--- config.mk ---
export PLATFORM = sky130hd
export DESIGN_NAME = riscv_fetch_align_flat
export DESIGN_NICKNAME = d
export VERILOG_FILES = /design/src/rtl/riscv_fetch_align_if.sv /design/src/rtl/riscv_fetch_align.sv /design/src/flat_wrapper.sv
export SDC_FILE = /design/constraint.sdc
export NUM_CORES = 1
export LEC_CHECK = 0
export BUFFER_PORTS_ARGS = -buffer_cell sky130_fd_sc_hd__buf_4
export CORE_MARGIN = 2
export CORE_UTILIZATION = 55
export DETAILED_ROUTE_END_ITERATION = 7
export PLACE_DENSITY_LB_ADDON = 0.05
export SYNTH_ARGS = -nofsm -noshare
export SYNTH_HDL_FRONTEND = slang
export SYNTH_SLANG_ARGS = --single-unit
--- constraint.sdc ---
create_clock -name clk -period 7.83 [get_ports clk]
set_clock_uncertainty 0.2 [all_clocks]
set_input_delay 0.3915 -clock clk [delete_from_list [all_inputs] [get_ports clk]]
set_output_delay 0.3915 -clock clk [all_outputs]
set_load 0.01 [all_outputs]
--- src/rtl/riscv_fetch_align_if.sv ---
// riscv_fetch_align_if: fetch-side and decode-side handshakes of the instruction aligner
//  fch_vld/fch_rdy/fch_dat : fetch word stream (parcel 0 = bits [15:0])
//  ins_vld/ins_rdy         : decoded-length instruction handshake
//  ins_dat/ins_siz/ins_ill : right-aligned instruction, size in bytes, illegal-length flag
//  slave modport = aligner view, master modport = fetch unit / decoder view
interface riscv_fetch_align_if #(
   parameter int FW   = 32,
   parameter int ILEN = 32
);
   logic            fch_vld;
   logic            fch_rdy;
   logic [FW-1:0]   fch_dat;
   logic            ins_vld;
   logic            ins_rdy;
   logic [ILEN-1:0] ins_dat;
   logic [3:0]      ins_siz;
   logic            ins_ill;
   modport master (output fch_vld, fch_dat, ins_rdy, input fch_rdy, ins_vld, ins_dat, ins_siz, ins_ill);
   modport slave  (input fch_vld, fch_dat, ins_rdy, output fch_rdy, ins_vld, ins_dat, ins_siz, ins_ill);
endinterface

--- src/rtl/riscv_fetch_align.sv ---
// riscv_fetch_align: buffers 16-bit parcels from fetch words and emits one right-aligned instruction per handshake
//  clk       : clock
//  rst_n     : asynchronous active-low reset
//  flush     : drop all buffered parcels; flush_ofs parcels of the next fetch word are skipped
//  flush_ofs : parcel offset into the first fetch word after a flush
//  bus       : fetch/instruction handshakes (slave modport)
module riscv_fetch_align #(
   parameter int FW    = 32,
   parameter int ILEN  = 32,
   parameter int BUF_D = 8,
   localparam int OW   = FW > 16 ? $clog2(FW / 16) : 1
) (
   input  logic               clk,
   input  logic               rst_n,
   input  logic               flush,
   input  logic [OW-1:0]      flush_ofs,
   riscv_fetch_align_if.slave bus
);
   localparam int NP = FW / 16;
   localparam int IP = ILEN / 16;
   localparam int CW = $clog2(BUF_D + 1);
   localparam int BW = $clog2(BUF_D);
   localparam int PW = NP > 1 ? $clog2(NP) : 1;
   if (BUF_D < NP + IP - 1) begin : g_bad_depth
      $error("riscv_fetch_align: BUF_D too small for FW/ILEN");
   end
   if (ILEN != 32 && ILEN != 48 && ILEN != 64) begin : g_bad_ilen
      $error("riscv_fetch_align: ILEN must be 32, 48 or 64");
   end
   if (FW % 16 != 0 || FW < 16 || FW > 128) begin : g_bad_fw
      $error("riscv_fetch_align: FW must be a multiple of 16 in 16..128");
   end
   logic [15:0]   buf_q [BUF_D];
   logic [15:0]   buf_d [BUF_D];
   logic [15:0]   fp [NP];
   logic [CW-1:0] count, count_d;
   logic [OW-1:0] skip;
   logic          rdy_en, push, pop, ill_raw;
   logic [3:0]    len, siz;
   int            pn, rem, sk;
   // len 0 stands for the reserved >=80-bit encodings
   always_comb begin
      len = buf_q[0][1:0] != 2'b11 ? 4'd2 : buf_q[0][4:2] != 3'b111 ? 4'd4 :
            !buf_q[0][5] ? 4'd6 : !buf_q[0][6] ? 4'd8 : 4'd0;
      ill_raw = len == 4'd0 || int'(len) * 8 > ILEN;
      siz = ill_raw ? 4'd2 : len;
   end
   assign bus.ins_siz = siz;
   assign bus.ins_ill = ill_raw && count != '0;
   assign bus.ins_vld = int'(count) >= int'(siz[3:1]);
   assign bus.fch_rdy = rdy_en && BUF_D - int'(count) >= NP;
   for (genvar i = 0; i < IP; i++) begin : g_dat
      assign bus.ins_dat[16*i +: 16] = int'(siz[3:1]) > i ? buf_q[i] : 16'h0;
   end
   for (genvar i = 0; i < NP; i++) begin : g_fp
      assign fp[i] = bus.fch_dat[16*i +: 16];
   end
   assign push = bus.fch_vld && bus.fch_rdy && !flush;
   assign pop  = bus.ins_vld && bus.ins_rdy && !flush;
   // surviving parcels shift down by the popped size; the new word lands right behind them
   always_comb begin
      pn  = pop ? int'(siz[3:1]) : 0;
      rem = int'(count) - pn;
      sk  = int'(skip);
      for (int j = 0; j < BUF_D; j++) begin
         buf_d[BW'(j)] = buf_q[BW'(j)];
         if (j < rem) buf_d[BW'(j)] = buf_q[BW'(j + pn)];
         else if (push && j - rem + sk < NP) buf_d[BW'(j)] = fp[PW'(j - rem + sk)];
      end
      count_d = flush ? '0 : CW'(rem + (push ? NP - sk : 0));
   end
   always_ff @(posedge clk or negedge rst_n) begin
      if (!rst_n) begin
         buf_q  <= '{default: '0};
         count  <= '0;
         skip   <= '0;
         rdy_en <= 1'b0;
      end else begin
         buf_q  <= buf_d;
         count  <= count_d;
         skip   <= flush ? flush_ofs : push ? '0 : skip;
         rdy_en <= 1'b1;
      end
   end
endmodule

--- src/flat_wrapper.sv ---
// flat-port wrapper written by rule: the top's interface ports become plain ports
module riscv_fetch_align_flat 
#(
   parameter int FW    = 32,
   parameter int ILEN  = 32,
   parameter int BUF_D = 8,
   localparam int OW   = FW > 16 ? $clog2(FW / 16) : 1
)
  (clk, rst_n, flush, flush_ofs, bus_fch_vld, bus_fch_dat, bus_ins_rdy, bus_fch_rdy, bus_ins_vld, bus_ins_dat, bus_ins_siz, bus_ins_ill);
  riscv_fetch_align_if #(.FW(FW), .ILEN(ILEN)) bus_i ();
  input  logic clk;
  input  logic rst_n;
  input  logic flush;
  input  logic [OW-1:0] flush_ofs;
  input wire logic [$bits(bus_i.fch_vld)-1:0] bus_fch_vld;
  input wire logic [$bits(bus_i.fch_dat)-1:0] bus_fch_dat;
  input wire logic [$bits(bus_i.ins_rdy)-1:0] bus_ins_rdy;
  output wire logic [$bits(bus_i.fch_rdy)-1:0] bus_fch_rdy;
  output wire logic [$bits(bus_i.ins_vld)-1:0] bus_ins_vld;
  output wire logic [$bits(bus_i.ins_dat)-1:0] bus_ins_dat;
  output wire logic [$bits(bus_i.ins_siz)-1:0] bus_ins_siz;
  output wire logic [$bits(bus_i.ins_ill)-1:0] bus_ins_ill;
  assign bus_i.fch_vld = bus_fch_vld;
  assign bus_i.fch_dat = bus_fch_dat;
  assign bus_i.ins_rdy = bus_ins_rdy;
  assign bus_fch_rdy = bus_i.fch_rdy;
  assign bus_ins_vld = bus_i.ins_vld;
  assign bus_ins_dat = bus_i.ins_dat;
  assign bus_ins_siz = bus_i.ins_siz;
  assign bus_ins_ill = bus_i.ins_ill;
  riscv_fetch_align #(.FW(FW), .ILEN(ILEN), .BUF_D(BUF_D)) u_core (.clk(clk), .rst_n(rst_n), .flush(flush), .flush_ofs(flush_ofs), .bus(bus_i));
endmodule
# == Yosys cells after proc, flatten, opt, wreduce, memory -nomap -nowiden ==
# Index checks and enable logic that the tools add are counted.
# totals
regBits,134
latch_bits,0
ramBits,0
out_inout_bits,39
mem_bits_ro,0
wordCells,116
inputBits,38
mem_count,0
# op_classes
shift,0
magnitude_cmp,21
bitwise,8
eq_ne,2
multipliers,0
muxes,40
n_reduce_logical,19
n_addsub,15
n_div,0
# op_table
cell,n
two-way mux 16 bit,26
binary-select mux 16 bit (select 3 bit),4
adder 32 x 2 -> 32 bit,4
"< comparator 32 x 3 -> 1 bit, second input constant",4
"< comparator 3 x 32 -> 1 bit, first input constant",2
"subtractor 3 x 32 -> 32 bit, first input constant",2
"greater-or-equal comparator 32 x 3 -> 1 bit, second input constant",1
"< comparator 1 x 32 -> 1 bit, first input constant",1
"< comparator 2 x 32 -> 1 bit, first input constant",1
"subtractor 1 x 32 -> 32 bit, first input constant",1
"subtractor 2 x 32 -> 32 bit, first input constant",1
two-way mux 4 bit,7
"greater-or-equal comparator 3 x 4 -> 1 bit, second input constant",4
NOT 3 bit,4
logical AND 1 bit,10
nonzero test 2 bit,5
"greater-or-equal comparator 1 x 2 -> 1 bit, second input constant",4
"> comparator 7 x 6 -> 1 bit, second input constant",1
"adder 3 bit, first input constant",2
"> comparator 3 x 1 -> 1 bit, second input constant",2
subtractor 4 x 3 -> 5 bit,1
"subtractor 4 x 4 -> 5 bit, first input constant",1
adder 4 bit,1
greater-or-equal comparator 4 x 3 -> 1 bit,1
other kinds (11),15

# == Longest topological paths before layout ==
# Gate-level depths: netlist (run 1).
# depth
depth_word,20
mapped_depth,28
ltp_nobuf,22

# == Worst setup path before layout (run 1) ==
# OpenSTA, ideal clock, no wires.
# synth_path
kind,reg-to-reg
from,register u_core.buf_q[116] in the netlist's numbering
to,register u_core.buf_q[117] in the netlist's numbering
path_stages_with_launch,29
period_less_slack_ps,5758
n_path_buf,6
slack_ps,2072
arrival_time_ps,5435
t_required_ps,7507
setup_ps,123
cell_sequence,dfrtp_1 -> nand3_1 -> nand3_1 -> clkbuf_1 -> ha_1 -> nor2b_1 -> o21a_1 -> inv_2 -> nand2_1 -> nor2_2 -> ha_1 -> inv_1 -> fa_1 -> buf_2 -> a211oi_1 -> buf_2 -> inv_1 -> buf_2 -> and3_1 -> clkbuf_1 -> nand4_1 -> ha_1 -> nor4b_1 -> nand2_1 -> a2111o_1 -> nor2_1 -> o211ai_2 -> buf_2 -> o221a_2
# synth_between
elab_chain_cells,16
elab_cells_between_ends,23
cone_classes,add/sub: 3; order compare: 4; eq/ne: 1; mux: 8; bitwise: 1; reduce/logical: 6
# synth_lines
item,line_no,text
"start, declared",riscv_fetch_align.sv:33,logic [15:0] buf_q [BUF_D];
"start signal, assigned",riscv_fetch_align.sv:79,buf_q <= buf_d;
inequality test 3 bit (*),riscv_fetch_align.sv:43,len = buf_q[0][1:0] != 2'b11 ? 4'd2 : buf_q[0][4:2] != 3'b111 ? 4'd4 :
two-way mux 4 bit (*) (2 in a row),riscv_fetch_align.sv:43,
> comparator 7 x 6 -> 1 bit or zero test 4 bit (tied branches),riscv_fetch_align.sv:45,ill_raw = len == 4'd0 || int'(len) * 8 > ILEN;
logical OR 1 bit,riscv_fetch_align.sv:45,
two-way mux 4 bit (*),riscv_fetch_align.sv:46,siz = ill_raw ? 4'd2 : len;
named net bus_ins_siz[1],flat_wrapper.sv:21,output wire logic [$bits(bus_i.ins_siz)-1:0] bus_ins_siz;
greater-or-equal comparator 4 x 3 -> 1 bit (*),riscv_fetch_align.sv:50,assign bus.ins_vld = int'(count) >= int'(siz[3:1]);
named net bus_ins_vld,flat_wrapper.sv:19,output wire logic [$bits(bus_i.ins_vld)-1:0] bus_ins_vld;
logical AND 1 bit (*) (2 in a row),riscv_fetch_align.sv:59,assign pop = bus.ins_vld && bus.ins_rdy && !flush;
two-way mux 3 bit (*),riscv_fetch_align.sv:62,pn = pop ? int'(siz[3:1]) : 0;
subtractor 4 x 3 -> 5 bit,riscv_fetch_align.sv:63,rem = int'(count) - pn;
subtractor 1 x 32 -> 32 bit,riscv_fetch_align.sv:68,else if (push && j - rem + sk < NP) buf_d[BW'(j)] = fp[PW'(j - rem + sk)];
adder 32 x 2 -> 32 bit,riscv_fetch_align.sv:68,
< comparator 32 x 3 -> 1 bit,riscv_fetch_align.sv:68,
logical AND 1 bit,riscv_fetch_align.sv:68,
nonzero test 2 bit (no line),-,
# Mark *: on every way through the listed nets, which the timed path passes. The rest lies on a longest branch. The select of a mux whose other input is x is not followed.
# A chain may end at the register's enable or synchronous reset.

# == Worst setup path in the final report (run 1) ==
# layout_path
from,register u_core.buf_q[116] in the netlist's numbering
to,register u_core.buf_q[95] in the netlist's numbering
# layout_between
elab_chain_cells,16
elab_cells_between_ends,24
cone_classes,add/sub: 4; order compare: 4; eq/ne: 1; mux: 8; bitwise: 1; reduce/logical: 6
# layout_lines
item,line_no
inequality test 3 bit (*),riscv_fetch_align.sv:43
two-way mux 4 bit (*) (2 in a row),riscv_fetch_align.sv:43
> comparator 7 x 6 -> 1 bit or zero test 4 bit (tied branches),riscv_fetch_align.sv:45
logical OR 1 bit,riscv_fetch_align.sv:45
two-way mux 4 bit (*),riscv_fetch_align.sv:46
greater-or-equal comparator 4 x 3 -> 1 bit,riscv_fetch_align.sv:50
logical AND 1 bit (2 in a row),riscv_fetch_align.sv:59
two-way mux 3 bit (*),riscv_fetch_align.sv:62
subtractor 4 x 3 -> 5 bit or adder 3 bit (tied branches),"riscv_fetch_align.sv:63, riscv_fetch_align.sv:67"
subtractor 3 x 32 -> 32 bit or NOT 3 bit (tied branches),"riscv_fetch_align.sv:68, riscv_fetch_align.sv:67"
adder 32 x 2 -> 32 bit or binary-select mux 16 bit (select 3 bit) (tied branches),"riscv_fetch_align.sv:68, riscv_fetch_align.sv:67"
< comparator 32 x 3 -> 1 bit or two-way mux 16 bit (tied branches),"riscv_fetch_align.sv:68, riscv_fetch_align.sv:67"
logical AND 1 bit or two-way mux 16 bit (tied branches),"riscv_fetch_align.sv:68, riscv_fetch_align.sv:67"
nonzero test 2 bit (no line) or two-way mux 16 bit (tied branches),-
# Every way passes the cells marked *; elsewhere a longest branch is shown, timed or not. The select of a mux whose other input is x is not followed.

==> results by group, run 1 <==
Run status
  • Status: complete, but fails checks
  • Failing checks: hold timing

CTS
  • CTS tree: built
  • Cells resized by post-CTS repair: 0
  • Htree depth: 3
  • Post-CTS Hold Buffers: 0
  • Clock Sink Count: 70
  • Clk root buf: clkbuf_8
  • Cts bufs inserted: 9
  • Postcts setup bufs: 0
  • Reg clk slew, reported paths: 0.08 ns
  • Clk buf depth: 2
  • Latest clock arrival within the worst-skew pair: 0.36 ns

Finish
  • Fin nets: 666
  • Fraction of layout cells with a size suffix above 1: 31.63%
  • FILL cells: 837
  • N_diodes: 0
  • P&R area growth vs syn: 10.81%

Timing
  • Minimum clock period: 6.878 ns
  • Finish-stage setup viols: 0
  • Hold Fails Final Rpt: 49
  • Setup TNS: 0 ns
  • Fin crit share: 87.84%
  • F_max: 145.4 MHz
  • Max-slew violation count: 0
  • Worst Slack Setup Final: 0.9523 ns
  • Slew headroom: 21.63%
  • RSZ-0062 raised after global routing: no
  • Hold WS: -0.04836 ns
  • Worst-margin pin slew: 1.174 ns

Setup path
  • Cell type of the slowest stage on the worst timing path: inv_1
  • Worst Path Required: 7.93 ns
  • Crit-path max cell delay: 0.85 ns
  • Critical path type: flip-flop to flip-flop
  • Max Fanout on Critical Path: 36
  • Cell mode on critical path: nand3_1
  • CP endpoint kind: flip-flop
  • CP Launch Type: flip-flop
  • Worst EP arrival: 6.98 ns
  • CP cell instances: nand3_1 > nand3_1 > buf_4 > inv_2 > nor2_2 > ha_1 > inv_1 > fa_1 > a211oi_1 > buf_4 > inv_1 > and3_1 > nand2_1 > ha_1 > nor4bb_1 > nand3_1 > o21ai_0 > o2111ai_2 > nand2_2 > o221a_2
  • Worst Path Buf+Inv: 5
  • CP top delay family: simple AND/OR/NAND/NOR gates

Yosys
  • Compound-Gate Fraction of Synth Area: 19.43%
  • Largest family of logic cells by synthesized area: compound AO/OA/AOI/OAI gates
  • Mapped Avg Cell Area: 10.35 µm²
  • Synth warn: 64
  • Synth cell types: 70
  • FFs w/ async S/R, synth: 100.0%
  • Xor/xnor share of the synthesized area: 2.105%
  • Synth Area in Simple Gates: 14.78%
  • Post-synthesis adder-cell area fraction: 10.03%
  • Syn Inst Count: 557
  • Top post-synthesis cells by area: dfrtp_1, ha_1, mux4_2
  • Post-synth EDFFs: 0
  • Sequential area share after synthesis: 30.39%
  • Post-synth top flop: dfrtp_1
  • Post-synthesis cell area: 5764 µm²
  • Post-synth top area share: 30.39%
  • Seq cells post-synth: 70
  • Area leader, netlist: dfrtp_1
  • Mux share of post-synthesis cell area: 17.30%

Detailed routing
  • Routed WL: 15.08 mm
  • First-pass iteration count of the detailed router: 5
  • Initial DRC Count: 338
  • Vias per inst: 6.474
  • Drt drc: 0
  • WL/cell: 20.83 µm
  • Vias: 4687
  • Detail Route Antenna Nets: 0

GRT
  • First-pass GRT wire length: 24.61 mm
  • Vias in the first global route: 4676
  • GRT overflow: 0
  • Largest net degree at the start of global routing: 71
  • Global Route Usage Sum: 27.97%
  • Initial antenna violation count: 0

Floorplanning
  • Initial cell density of the core: 56.34%
  • Die area: 11320 µm²
  • Ports: 77
  • FP Rows: 37
  • Core ar.: 10230 µm²
  • Die X-Extent: 106.4 µm
  • Die Span Y: 106.4 µm

Place
  • Pre-CTS setup slack: 1.026 ns
  • Gp weighted congestion: 0.9136
  • Port bufs: 58
  • DP HPWL: 9.642 mm

Flow run
  • Max Cap Viol: 0

Worst hold path
  • Worst hold path type: input port to asynchronous set/reset pin
==> cells in the mapped netlist (all sizes together), types with 7 or more instances <==
cell type,n
a21o,17
a22o,22
and2,18
buf,18
clkbuf,34
dfrtp,70
ha,43
inv,26
mux2,35
mux2i,7
mux4,22
nand2,58
nand3,19
nor2,20
o21ai,8
o221a,30
xnor2,9
==> final timing paths <==
| kind | from | to | slack (ns) | cells after the start |
|---|---|---|---|---|
| min | rst_n | u_core.buf_q[106]$_DFFE_PN0P_ | -0.05 | 1 |
| min reg2reg | u_core.buf_q[67]$_DFFE_PN0P_ | u_core.buf_q[67]$_DFFE_PN0P_ | 0.34 | 1 |
| min in group clk | flush_ofs | u_core.skip$_DFFE_PN0P_ | 0.04 | 3 |
| max reg2reg | u_core.buf_q[116]$_DFFE_PN0P_ | u_core.buf_q[95]$_DFFE_PN0P_ | 0.95 | 20 |
| max | u_core.buf_q[116]$_DFFE_PN0P_ | u_core.buf_q[95]$_DFFE_PN0P_ | 0.95 | 20 |
| max in group asynchronous | rst_n | u_core.count[2]$_DFF_PN0_ | 6.86 | 1 |
==> worst reg2reg max path: cells and delay by family (launching register included) <==
kind            cells  cell delay (ns)
compound gates      4             1.19
simple gates        8             2.19
buf+inv             5             1.96
fa+ha+maj           3             0.86
flops               1             0.42
==> through the flow <==
stage | util [%] | std cells | cell area [µm²] | hold WS [ns]
after detailed placement | 60.50 | 708 | 6190 | 0.3201
after global routing | 62.43 | 724 | 6387 | 0.04020
after CTS | 62.43 | 724 | 6387 | 0.007232
after floorplan | - | 560 | 5776 | -0.1041
after global placement | 60.50 | 708 | 6190 | 0.3141
final | 62.43 | 724 | 6387 | -0.04836
==> layout by cell type (no fill, tap or decap), drive strengths merged, types with 5 or more instances in the layout <==
| cell | instances |
|---|---|
| dfrtp | 70 |
| mux2i | 7 |
| mux4 | 22 |
| buf | 64 |
| o21ai | 8 |
| a21o | 17 |
| ha | 43 |
| nor2 | 20 |
| clkbuf | 9 |
| inv | 27 |
| conb | 5 |
| nand2 | 58 |
| nand3 | 19 |
| xnor2 | 9 |
| mux2 | 35 |
| o211ai | 5 |
| and2 | 18 |
| o221a | 30 |
| or3 | 5 |
| nand4 | 5 |
| a211oi | 5 |
| a22o | 22 |
==> per-layer routing <==
metal  up-vias  track usage (%)  part of all wire [%]
li1       2149                -                     -
met1      2334            39.22                    44
met2       175            44.00                    47
met3        29            4.353                   6.9
met4         0            10.06                   2.2
met5         -                0                     0
==> sequential cells by signal (all words and copies together) (netlist names) <==
name           count
u_core.skip        1
u_core.buf_q      64
u_core.count       4
u_core.rdy_en      1
==> cell families (layout without fill, tap and decap cells) <==
logic type                 after synthesis  in the layout
DFF                                     70             70
AOI/OAI and AO/OA                      125            125
adders and majority gates               45             45
buffers and inverters                   78            106
muxes                                   64             64
and+or+nand+nor                        160            160
xor gates and xnor gates                13             13
other                                    2              5
==> cell type report <==
type | instances | area [µm²] | share of cell area, %
Multi-Input combinational cell | 412 | 3690 | 57.77
Sequential cell | 70 | 1752 | 27.42
Timing Repair Buffer | 64 | 480.5 | 7.522
Tap cell | 136 | 170.2 | 2.664
Clock buffer | 9 | 123.9 | 1.939
Inverter | 26 | 97.59 | 1.528
Clock inverter | 7 | 73.82 | 1.156
Power of run 1 is not shown: default switching activity piles up to over one toggle a cycle in this logic, so the estimate is an artifact.
==> inputs of run 2 (changes only) <==
- CTS_BUF_LIST: unset -> sky130_fd_sc_hd__clkbuf_16
==> results by group, run 2 (synthesis results as in run 1) <==
Run status
  • Status: complete, but fails checks
  • Failing checks: hold timing

CTS
  • Htree depth: 3
  • Cells resized by post-CTS repair: 0
  • Reg clk slew, reported paths: 0.06 ns
  • Clk buf depth: 2
  • Latest clock arrival within the worst-skew pair: 0.34 ns
  • Clock Sink Count: 70
  • Clk root buf: clkbuf_16
  • Postcts setup bufs: 0
  • Post-CTS Hold Buffers: 0
  • Cts bufs inserted: 9
  • CTS tree: built

Finish
  • Post-route cell area: 6489 µm²
  • Commonest non-fill, non-tap cells in the layout: dfrtp_1, buf_4, nand2_1
  • Top flop regs: u_core.buf_q: 64 flops, u_core.count: 4 flops
  • Most flops, register: u_core.buf_q
  • N_diodes: 0
  • Commonest non-fill, non-tap cell in the layout: dfrtp_1
  • FILL cells: 823
  • Fin nets: 666
  • Largest register FFs: 64
  • Fraction of layout cells with a size suffix above 1: 31.63%
  • P&R area growth vs syn: 12.57%

GRT
  • Global Route Usage Sum: 28.07%
  • First-pass GRT wire length: 24.77 mm
  • Initial antenna violation count: 0
  • Vias in the first global route: 4717
  • GRT overflow: 0
  • Largest net degree at the start of global routing: 71

Setup path
  • Cell mode on critical path: nand3_1
  • Crit-path max cell delay: 0.84 ns
  • Worst EP arrival: 6.93 ns
  • CP cell instances: nand3_1 > nand3_1 > buf_4 > inv_2 > nor2_2 > ha_1 > inv_1 > fa_1 > a211oi_1 > buf_4 > inv_1 > and3_1 > nand2_1 > ha_1 > nor4bb_1 > nand3_1 > o21ai_0 > o2111ai_2 > nand2_2 > o221a_2
  • Max Fanout on Critical Path: 36
  • End of the critical path: u_core.buf_q[92]$_DFFE_PN0P_
  • R2R Setup Slk: 0.97 ns
  • Crit path from: u_core.buf_q[114]$_DFFE_PN0P_
  • Cell type of the slowest stage on the worst timing path: inv_1
  • Critical path type: flip-flop to flip-flop
  • R2R Path End: u_core.buf_q[92]$_DFFE_PN0P_
  • CP endpoint kind: flip-flop
  • CP Launch Type: flip-flop
  • Reg-to-reg startpoint: u_core.buf_q[114]$_DFFE_PN0P_
  • Worst Path Required: 7.90 ns
  • R2R cell count: 20

Floorplanning
  • Die area: 11320 µm²
  • Die X-Extent: 106.4 µm
  • Die Span Y: 106.4 µm
  • FP Rows: 37
  • Initial cell density of the core: 56.34%
  • Core ar.: 10230 µm²
  • Ports: 77

Timing
  • F_max: 145.8 MHz
  • RSZ-0062 raised after global routing: no
  • Slew headroom: 22.56%
  • Finish-stage setup viols: 0
  • Setup TNS: 0 ns
  • Worst-margin pin slew: 1.160 ns
  • Max-slew violation count: 0
  • Minimum clock period: 6.859 ns
  • Fin crit share: 87.60%
  • Hold WS: -0.01529 ns
  • Hold Fails Final Rpt: 22

Detailed routing
  • Drt drc: 0
  • Initial DRC Count: 291
  • First-pass iteration count of the detailed router: 5
  • Routed WL: 15.03 mm
  • Detail Route Antenna Nets: 0
  • WL/cell: 20.76 µm
  • Vias: 4719
  • Vias per inst: 6.518

Place
  • Dpl cell area: 6190 µm²
  • DP HPWL: 9.642 mm
  • Gp weighted congestion: 0.9136
  • Port bufs: 58

Flow run
  • Max Cap Viol: 0

Worst hold path
  • Worst hold path type: input port to asynchronous set/reset pin
==> run 2: cell counts in the layout (fill, tap and decap cells not counted) <==
No cell type changed its count.
==> run 2: how the worst min path moves through the flow <==
stage / slack (ns) / to / start / depth (start not counted)
after floorplan: -0.10 / u_core.buf_q[100]$_DFFE_PN0P_ / rst_n / 0
after global placement: 0.31 / u_core.buf_q[68]$_DFFE_PN0P_ / u_core.buf_q[68]$_DFFE_PN0P_ / 1
after global routing: 0.08 / u_core.count[1]$_DFF_PN0_ / flush / 2
after CTS: 0.04 / u_core.count[0]$_DFF_PN0_ / rst_n / 1
final: -0.02 / u_core.buf_q[106]$_DFFE_PN0P_ / rst_n / 1
after detailed placement: 0.32 / u_core.buf_q[68]$_DFFE_PN0P_ / u_core.buf_q[68]$_DFFE_PN0P_ / 1
==> run 2: cell type report <==
cell class              count  area (µm²)  area share, %
clock buffers               9       225.2          3.471
clock inverters             7       73.82          1.138
inverters                  26       97.59          1.504
multi-input cells         412        3690          56.86
flip-flops and latches     70        1752          27.00
well taps                 136       170.2          2.622
repair buffers             64       480.5          7.405
==> run 2: per-layer routing <==
layer / up-vias / track usage [%] / part of all wire, % / routed length (µm)
met2: 171 / 44.05 / 47 / 7039
met3: 27 / 4.292 / 6.2 / 937
met1: 2370 / 39.50 / 45 / 6736
li1: 2151 / - / - / -
met4: 0 / 10.06 / 2.1 / 318
met5: - / 0 / 0 / 0
==> run 2: critical path: cells and delay by family (launching register included) <==
kind / cells / cell delay [ns]
flip-flops: 1 / 0.41
buffers and inverters: 5 / 1.94
adder cells (fa/ha/maj): 3 / 0.85
AND/OR/NAND/NOR: 8 / 2.17
AO/OA/AOI/OAI: 4 / 1.18
==> run 2: stage by stage <==
step,setup slack (ns),util [%],std cells,hold WS [ns]
finish,0.9706,63.42,724,-0.01529
global route,0.4168,63.42,724,0.07881
CTS,0.9804,63.42,724,0.04426
global placement,1.095,60.50,708,0.3141
detailed placement,1.026,60.50,708,0.3201
floorplan,2.072,-,560,-0.1041
Power of run 2 is left out for the same reason.
